<file path="config.mk">
export PLATFORM = sky130hd
export DESIGN_NAME = fetch_queue_flat
export DESIGN_NICKNAME = d
export VERILOG_FILES = /design/src/rtl/fetch_queue_if.sv /design/src/rtl/fetch_queue.sv /design/src/flat_wrapper.sv
export SDC_FILE = /design/constraint.sdc
export NUM_CORES = 1
export LEC_CHECK = 0
export ABC_AREA = 1
export CORE_ASPECT_RATIO = 0.8
export CORE_MARGIN = 3
export CORE_UTILIZATION = 45
export CTS_BUF_LIST = sky130_fd_sc_hd__clkbuf_4 sky130_fd_sc_hd__clkbuf_8
export DETAILED_ROUTE_END_ITERATION = 16
export PLACE_DENSITY = 0.72
export SETUP_SLACK_MARGIN = 0.1
export SLEW_MARGIN = 20
export SYNTH_ARGS = -nofsm -noshare
export SYNTH_HDL_FRONTEND = slang
export SYNTH_SLANG_ARGS = --single-unit
</file>
<file path="constraint.sdc">
create_clock -name clk -period 11.9 [get_ports clk]
set_input_delay 1.19 -clock clk [delete_from_list [all_inputs] [get_ports clk]]
set_output_delay 1.19 -clock clk [all_outputs]
set_load 0.05 [all_outputs]
</file>
<file path="src/rtl/fetch_queue_if.sv">
// fetch_queue handshake bundle: imem request/response, decode hand-off, redirect.
// master = fetch_queue side, slave = memory/decode/branch side.
interface fetch_queue_if #(
  parameter int unsigned DEPTH = 4
) ();
  localparam int unsigned CW = $clog2(DEPTH) + 1;

  logic          imem_req_valid;
  logic          imem_req_ready;
  logic [31:0]   imem_req_addr;
  logic          imem_resp_valid;
  logic [31:0]   imem_resp_data;
  logic          id_valid;
  logic          id_ready;
  logic [31:0]   id_instruction;
  logic [31:0]   id_pc;
  logic          redirect_valid;
  logic [31:0]   redirect_pc;
  logic [CW-1:0] count;

  modport master (
    output imem_req_valid,
    output imem_req_addr,
    output id_valid,
    output id_instruction,
    output id_pc,
    output count,
    input  imem_req_ready,
    input  imem_resp_valid,
    input  imem_resp_data,
    input  id_ready,
    input  redirect_valid,
    input  redirect_pc
  );

  modport slave (
    input  imem_req_valid,
    input  imem_req_addr,
    input  id_valid,
    input  id_instruction,
    input  id_pc,
    input  count,
    output imem_req_ready,
    output imem_resp_valid,
    output imem_resp_data,
    output id_ready,
    output redirect_valid,
    output redirect_pc
  );
endinterface

</file>
<file path="src/rtl/fetch_queue.sv">
// Instruction prefetch queue with credit-based fetch and redirect flush.
// Optional same-cycle response-to-decode bypass: define FETCHQ_BYPASS_EN.
module fetch_queue #(
  parameter int unsigned DEPTH           = 4,
  parameter int unsigned MAX_OUTSTANDING = 2,
  parameter logic [31:0] RESET_PC        = 32'h0000_0000
) (
  input logic          clk,
  input logic          reset,
  fetch_queue_if.master fq
);

  localparam int unsigned AW = $clog2(DEPTH);

  typedef struct packed {
    logic [31:0] pc;
    logic [31:0] instr;
  } entry_t;

  entry_t      mem_q [DEPTH];
  entry_t      head;
  logic [31:0] fetch_pc;
  logic [31:0] resp_pc;
  logic [2:0]  outstanding;
  logic [2:0]  outstanding_nxt;
  logic [2:0]  discard;
  logic [AW:0] wr_ptr;
  logic [AW:0] rd_ptr;
  logic [AW:0] count;
  logic [31:0] inflight;
  logic        credit;
  logic        req_fire;
  logic        resp_live;
  logic        head_valid;
  logic        push;
  logic        pop_fifo;

  assign count      = wr_ptr - rd_ptr;
  assign head_valid = (count != '0);
  assign head       = mem_q[rd_ptr[AW-1:0]];

  // Every non-discarded outstanding request owns a FIFO slot.
  assign inflight = 32'(count)
                  + 32'(outstanding)
                  - 32'(discard);
  assign credit   = (outstanding < 3'(MAX_OUTSTANDING))
                 && (inflight < 32'(DEPTH));

  assign fq.imem_req_valid = reset
                          && !fq.redirect_valid
                          && credit;
  assign fq.imem_req_addr  = fetch_pc;
  assign fq.count          = count;

  assign req_fire  = fq.imem_req_valid && fq.imem_req_ready;
  assign resp_live = fq.imem_resp_valid
                  && (discard == 3'd0)
                  && !fq.redirect_valid;
  assign pop_fifo  = head_valid && fq.id_ready;

`ifdef FETCHQ_BYPASS_EN
  logic byp;

  assign byp         = !head_valid && resp_live;
  assign fq.id_valid = head_valid || byp;
  assign push        = resp_live && !(byp && fq.id_ready);

  always_comb begin
    fq.id_instruction = 32'h0;
    fq.id_pc          = 32'h0;
    unique case (1'b1)
      head_valid: begin
        fq.id_instruction = head.instr;
        fq.id_pc          = head.pc;
      end
      byp: begin
        fq.id_instruction = fq.imem_resp_data;
        fq.id_pc          = resp_pc;
      end
      default: ;
    endcase
  end
`else
  assign fq.id_valid       = head_valid;
  assign push              = resp_live;
  assign fq.id_instruction = head_valid ? head.instr : 32'h0;
  assign fq.id_pc          = head_valid ? head.pc : 32'h0;
`endif

  assign outstanding_nxt = outstanding
                         + {2'b00, req_fire}
                         - {2'b00, fq.imem_resp_valid};

  always_ff @(posedge clk or negedge reset) begin
    if (!reset) begin
      fetch_pc    <= RESET_PC;
      resp_pc     <= RESET_PC;
      outstanding <= 3'd0;
      discard     <= 3'd0;
      wr_ptr      <= '0;
      rd_ptr      <= '0;
    end else begin
      outstanding <= outstanding_nxt;
      if (fq.redirect_valid) begin
        // Whatever is still in flight after this cycle is stale.
        fetch_pc <= fq.redirect_pc;
        resp_pc  <= fq.redirect_pc;
        discard  <= outstanding_nxt;
        rd_ptr   <= wr_ptr;
      end else begin
        if (req_fire)
          fetch_pc <= fetch_pc + 32'd4;
        if (fq.imem_resp_valid && (discard != 3'd0))
          discard <= discard - 3'd1;
        if (resp_live)
          resp_pc <= resp_pc + 32'd4;
        if (push)
          wr_ptr <= wr_ptr + 1'b1;
        if (pop_fifo)
          rd_ptr <= rd_ptr + 1'b1;
      end
    end
  end

  always_ff @(posedge clk) begin
    if (push)
      mem_q[wr_ptr[AW-1:0]] <= '{pc: resp_pc, instr: fq.imem_resp_data};
  end

endmodule

</file>
<file path="src/flat_wrapper.sv">
// flat-port wrapper written by rule: the top's interface ports become plain ports
module fetch_queue_flat 
#(
  parameter int unsigned DEPTH           = 4,
  parameter int unsigned MAX_OUTSTANDING = 2,
  parameter logic [31:0] RESET_PC        = 32'h0000_0000
)
  (clk, reset, fq_imem_req_valid, fq_imem_req_addr, fq_id_valid, fq_id_instruction, fq_id_pc, fq_count, fq_imem_req_ready, fq_imem_resp_valid, fq_imem_resp_data, fq_id_ready, fq_redirect_valid, fq_redirect_pc);
  fetch_queue_if #(.DEPTH(DEPTH)) fq_i ();
  input logic clk;
  input logic reset;
  output wire logic [$bits(fq_i.imem_req_valid)-1:0] fq_imem_req_valid;
  output wire logic [$bits(fq_i.imem_req_addr)-1:0] fq_imem_req_addr;
  output wire logic [$bits(fq_i.id_valid)-1:0] fq_id_valid;
  output wire logic [$bits(fq_i.id_instruction)-1:0] fq_id_instruction;
  output wire logic [$bits(fq_i.id_pc)-1:0] fq_id_pc;
  output wire logic [$bits(fq_i.count)-1:0] fq_count;
  input wire logic [$bits(fq_i.imem_req_ready)-1:0] fq_imem_req_ready;
  input wire logic [$bits(fq_i.imem_resp_valid)-1:0] fq_imem_resp_valid;
  input wire logic [$bits(fq_i.imem_resp_data)-1:0] fq_imem_resp_data;
  input wire logic [$bits(fq_i.id_ready)-1:0] fq_id_ready;
  input wire logic [$bits(fq_i.redirect_valid)-1:0] fq_redirect_valid;
  input wire logic [$bits(fq_i.redirect_pc)-1:0] fq_redirect_pc;
  assign fq_imem_req_valid = fq_i.imem_req_valid;
  assign fq_imem_req_addr = fq_i.imem_req_addr;
  assign fq_id_valid = fq_i.id_valid;
  assign fq_id_instruction = fq_i.id_instruction;
  assign fq_id_pc = fq_i.id_pc;
  assign fq_count = fq_i.count;
  assign fq_i.imem_req_ready = fq_imem_req_ready;
  assign fq_i.imem_resp_valid = fq_imem_resp_valid;
  assign fq_i.imem_resp_data = fq_imem_resp_data;
  assign fq_i.id_ready = fq_id_ready;
  assign fq_i.redirect_valid = fq_redirect_valid;
  assign fq_i.redirect_pc = fq_redirect_pc;
  fetch_queue #(.DEPTH(DEPTH), .MAX_OUTSTANDING(MAX_OUTSTANDING), .RESET_PC(RESET_PC)) u_core (.clk(clk), .reset(reset), .fq(fq_i));
endmodule
</file>
==> run_results.csv <==
group,metric,value,unit
placed_design,io_buffers,170,
cells_and_area,seqCellArea,0.00959,mm2
pwr,p_per_area,284,mW/mm2
setup_path,crit_family,"adder cells",
logic_synthesis,syn_nets,1655,
timing,post-route-period-util,50.6,%
timing,fin_crit,6.02,ns
timing,fin_skew,0.0323,ns
grt,grt_max_degree,89,
setup_path,critPathLaunchType,"register",
grt,use_met3,4.23,%
logic_synthesis,syn_inst,1563,
cts,htree_levels,2,
floorplanning,core_area,0.0331,mm2
cells_and_area,num-fill-cells,2829,
cells_and_area,final_cells,2198,
cts,cts_tree,"built",
floorplanning,dieArea,0.0364,mm2
cells_and_area,drive_gt1_share,6.66,%
drt,wirelength,38400,um
timing,finalSetupTns,0,ns
floorplanning,die_x,213,um
floorplanning,die_h,171,um
floorplanning,start_util,46.4,%
logic_synthesis,synth_edf_count,256,
flow_run,max_cap_viol_count,0,
timing,slew_violations,0,
cts,clk_path_buf_depth,3,
placed_design,dpl.hpwl,24200,um
logic_synthesis,synthMuxAreaShare,0,%
setup_path,reg2reg_depth,23,
hold_path,min_path_cells,1,
logic_synthesis,postSynth.asyncResetShare,22.9,%
cells_and_area,multi_input_area,0.00490,mm2
timing,hold_viol_final,0,
cells_and_area,antenna_cells,0,
cells_and_area,final_common_cell,"nand2_1",
floorplanning,fp-row-count,59,
cts,cts_resized,0,
drt,vias,11756,
grt,use_met2,31.3,%
setup_path,critPathBufInv,5,
timing,worst_slew_pin_slew,0.966,ns
setup_path,crit_arrival,4.83,ns
cts,cts_made_buffers,52,
grt,grt_pass1_vias,11169,
cells_and_area,final_area,0.0183,mm2
logic_synthesis,syn_area,0.0154,mm2
cells_and_area,syn2layout_area_growth,19.4,%
placed_design,placed_area,0.0174,mm2
timing,slew_headroom,35.6,%
cts,hold_buffers,0,
grt,grt_overflow,0,
drt,drc,0,
cts,root_buffer,"clkbuf_8",
cells_and_area,final_nets,1822,
drt,firstDrtPassIters,6,
pwr,vdd_drop_max,0.256,mV
cts,clock_sinks,332,
setup_path,cp.required,10.71,ns
timing,fmax,166,MHz
cells_and_area,mostFrequentLayoutCells,"nand2_1, edfxtp_1, nor2_1",
logic_synthesis,synth_fa_ha_area_share,1.94,%
logic_synthesis,synth-compound-area-share,8.57,%
drt,ant_nets,0,
cts,insertion_delay,0.60,ns
grt,busiest_layer,"met2",
logic_synthesis,ys_warn_count,0,
logic_synthesis,yosys.area_share.xor_xnor,1.65,%
setup_path,path_cells,"ha_1, inv_1, fa_1, xor2_1, xor2_1, inv_1, ha_1, xnor2_1, ha_1, nand2_1, inv_1, a21oi_2, ha_1, nand3b_1, nor2_2, nand3_1, inv_1, clkdlybuf4s50_1",
run_status,status,"complete, no violations",
grt,grtUsageMet1,31.1,%
placed_design,gp_congestion,0.899,
timing,finalSetupViolCount,0,
setup_path,crit_fanout,46,
logic_synthesis,synth_top_family_by_area,"simple AND/OR/NAND/NOR gates",
timing,rsz0062_at_grt,"false",
drt,drtIter0Drc,1267,
logic_synthesis,ys_types,35,
pwr,p_leak,7.27,nW
setup_path,crit_cells,18,
logic_synthesis,syn_avg_cell_area,9.82,um2
drt,wl_per_cell,17.5,um
setup_path,worst_setup_path_end_kind,"primary output",
logic_synthesis,seq_area_frac_synth,62.4,%
grt,antenna_found_initial,1,
logic_synthesis,synthSimpleGateAreaFrac,19.5,%
hold_path,hp-class,"register to register",
logic_synthesis,ys_ff_latch,332,
floorplanning,ios,171,
setup_path,crit_path_max_incr_delay,0.81,ns
placed_design,dp_cells,2103,
logic_synthesis,synthFlopType,"edfxtp_1",
grt,grt_use_total,20.8,%
cts,post_cts_buffers,0,
setup_path,ff2ff_setup_slack,6.07,ns
setup_path,critPathKind,"register to primary output",
grt,grt_first_pass_wirelength,60400,um
setup_path,cp_slowest_cell,"clkdlybuf4s50_1",
cts,clk_pin_slew,0.06,ns
drt,via_per_inst,5.35,
-- kinds of logic (layout without fill, tap and decap cells) --
family / after synthesis / count (layout)
AO/OA/AOI/OAI: 239 / 239
adder cells (fa/ha/maj): 22 / 22
buffers and inverters: 212 / 420
flip-flops: 332 / 332
AND/OR/NAND/NOR: 729 / 729
XOR/XNOR: 29 / 29
-- final cells by class --
| type | count | share of cell area (%) |
|---|---|---|
| inverter | 144 | 2.96 |
| tap | 427 | 2.91 |
| clock buffer | 67 | 4.59 |
| timing repair buffer | 181 | 9.72 |
| multi-input combinational | 1019 | 26.7 |
| clock inverter | 28 | 0.771 |
| sequential | 332 | 52.3 |
-- power breakdown --
| group | internal [mW] | switching [mW] |
|---|---|---|
| registers | 1.35 | 0.124 |
| clock network | 0.465 | 0.442 |
| logic | 0.864 | 1.96 |
-- final timing paths --
| check | end | start |
|---|---|---|
| max reg2reg | u_core.discard[2] | u_core.rd_ptr[0] |
| min in group asynchronous | u_core.resp_pc[20] | reset |
| min | u_core.discard[2] | u_core.discard[2] |
| max in group asynchronous | u_core.rd_ptr[0] | reset |
| max | fq_imem_req_valid | u_core.rd_ptr[0] |
| min reg2reg | u_core.discard[2] | u_core.discard[2] |
-- synth_stat cells, types with 3 or more instances --
cell / count / area share, %
nand3_1: 92 / 3.0
ha_1: 19 / 1.5
nor2_2: 7 / 0.29
o211ai_1: 7 / 0.34
buf_6: 10 / 0.73
nand2_1: 377 / 9.2
nand3b_1: 13 / 0.64
clkbuf_1: 38 / 0.93
xnor2_1: 5 / 0.29
dfrtp_1: 76 / 12
xor2_1: 24 / 1.4
buf_1: 3 / 0.073
edfxtp_1: 256 / 50
o21ai_0: 152 / 5.0
nor2_1: 217 / 5.3
inv_2: 3 / 0.073
nand3_2: 3 / 0.20
nor3_1: 6 / 0.20
a31oi_1: 3 / 0.12
fa_1: 3 / 0.39
inv_1: 140 / 3.4
o221ai_1: 3 / 0.17
a21oi_1: 7 / 0.23
o22ai_1: 65 / 2.6
or2_0: 3 / 0.12
nand4_1: 6 / 0.24
buf_2: 15 / 0.49
-- metal layers --
metal  part of all wire (%)  wire length [um]
met1                     46             17700
met4                    1.8               701
met5                      0                 0
met3                    7.9              3050
met2                     44             16900
-- per-stage QoR --
step	setup slack [ns]	hold WS [ns]	utilization [%]	power [mW]
6_report	5.88	0.470	55.4	5.20
5_1_grt	5.55	0.493	55.4	5.51
4_1_cts	5.81	0.464	55.4	5.24
3_5_place_dp	6.14	0.455	52.5	4.33
3_3_place_gp	6.21	0.439	52.5	4.29
2_1_floorplan	7.00	0.425	-	3.45
-- worst reg2reg max path, stage by stage (launching register included) --
cell,delay [ns]
dfrtp_4,0.73
ha_1,0.23
inv_1,0.05
fa_1,0.36
xor2_1,0.17
xor2_1,0.23
inv_1,0.09
ha_1,0.32
xnor2_1,0.14
ha_1,0.33
nand2_1,0.07
inv_1,0.06
a21oi_2,0.06
ha_1,0.27
nand3b_1,0.08
nor2_2,0.12
nand4_2,0.73
inv_2,0.62
ha_1,0.23
inv_1,0.05
fa_1,0.37
xor2_1,0.19
o21ai_0,0.09
a31oi_1,0.17
-- sequential cells by signal (all words and copies together), names as in the netlist --
name	flops
u_core.discard	3
u_core.wr_ptr	3
u_core.fq.imem_req_addr	32
u_core.outstanding	3
u_core.mem_q	256
u_core.rd_ptr	3
u_core.resp_pc	32
(Power assumes the default switching activity.)
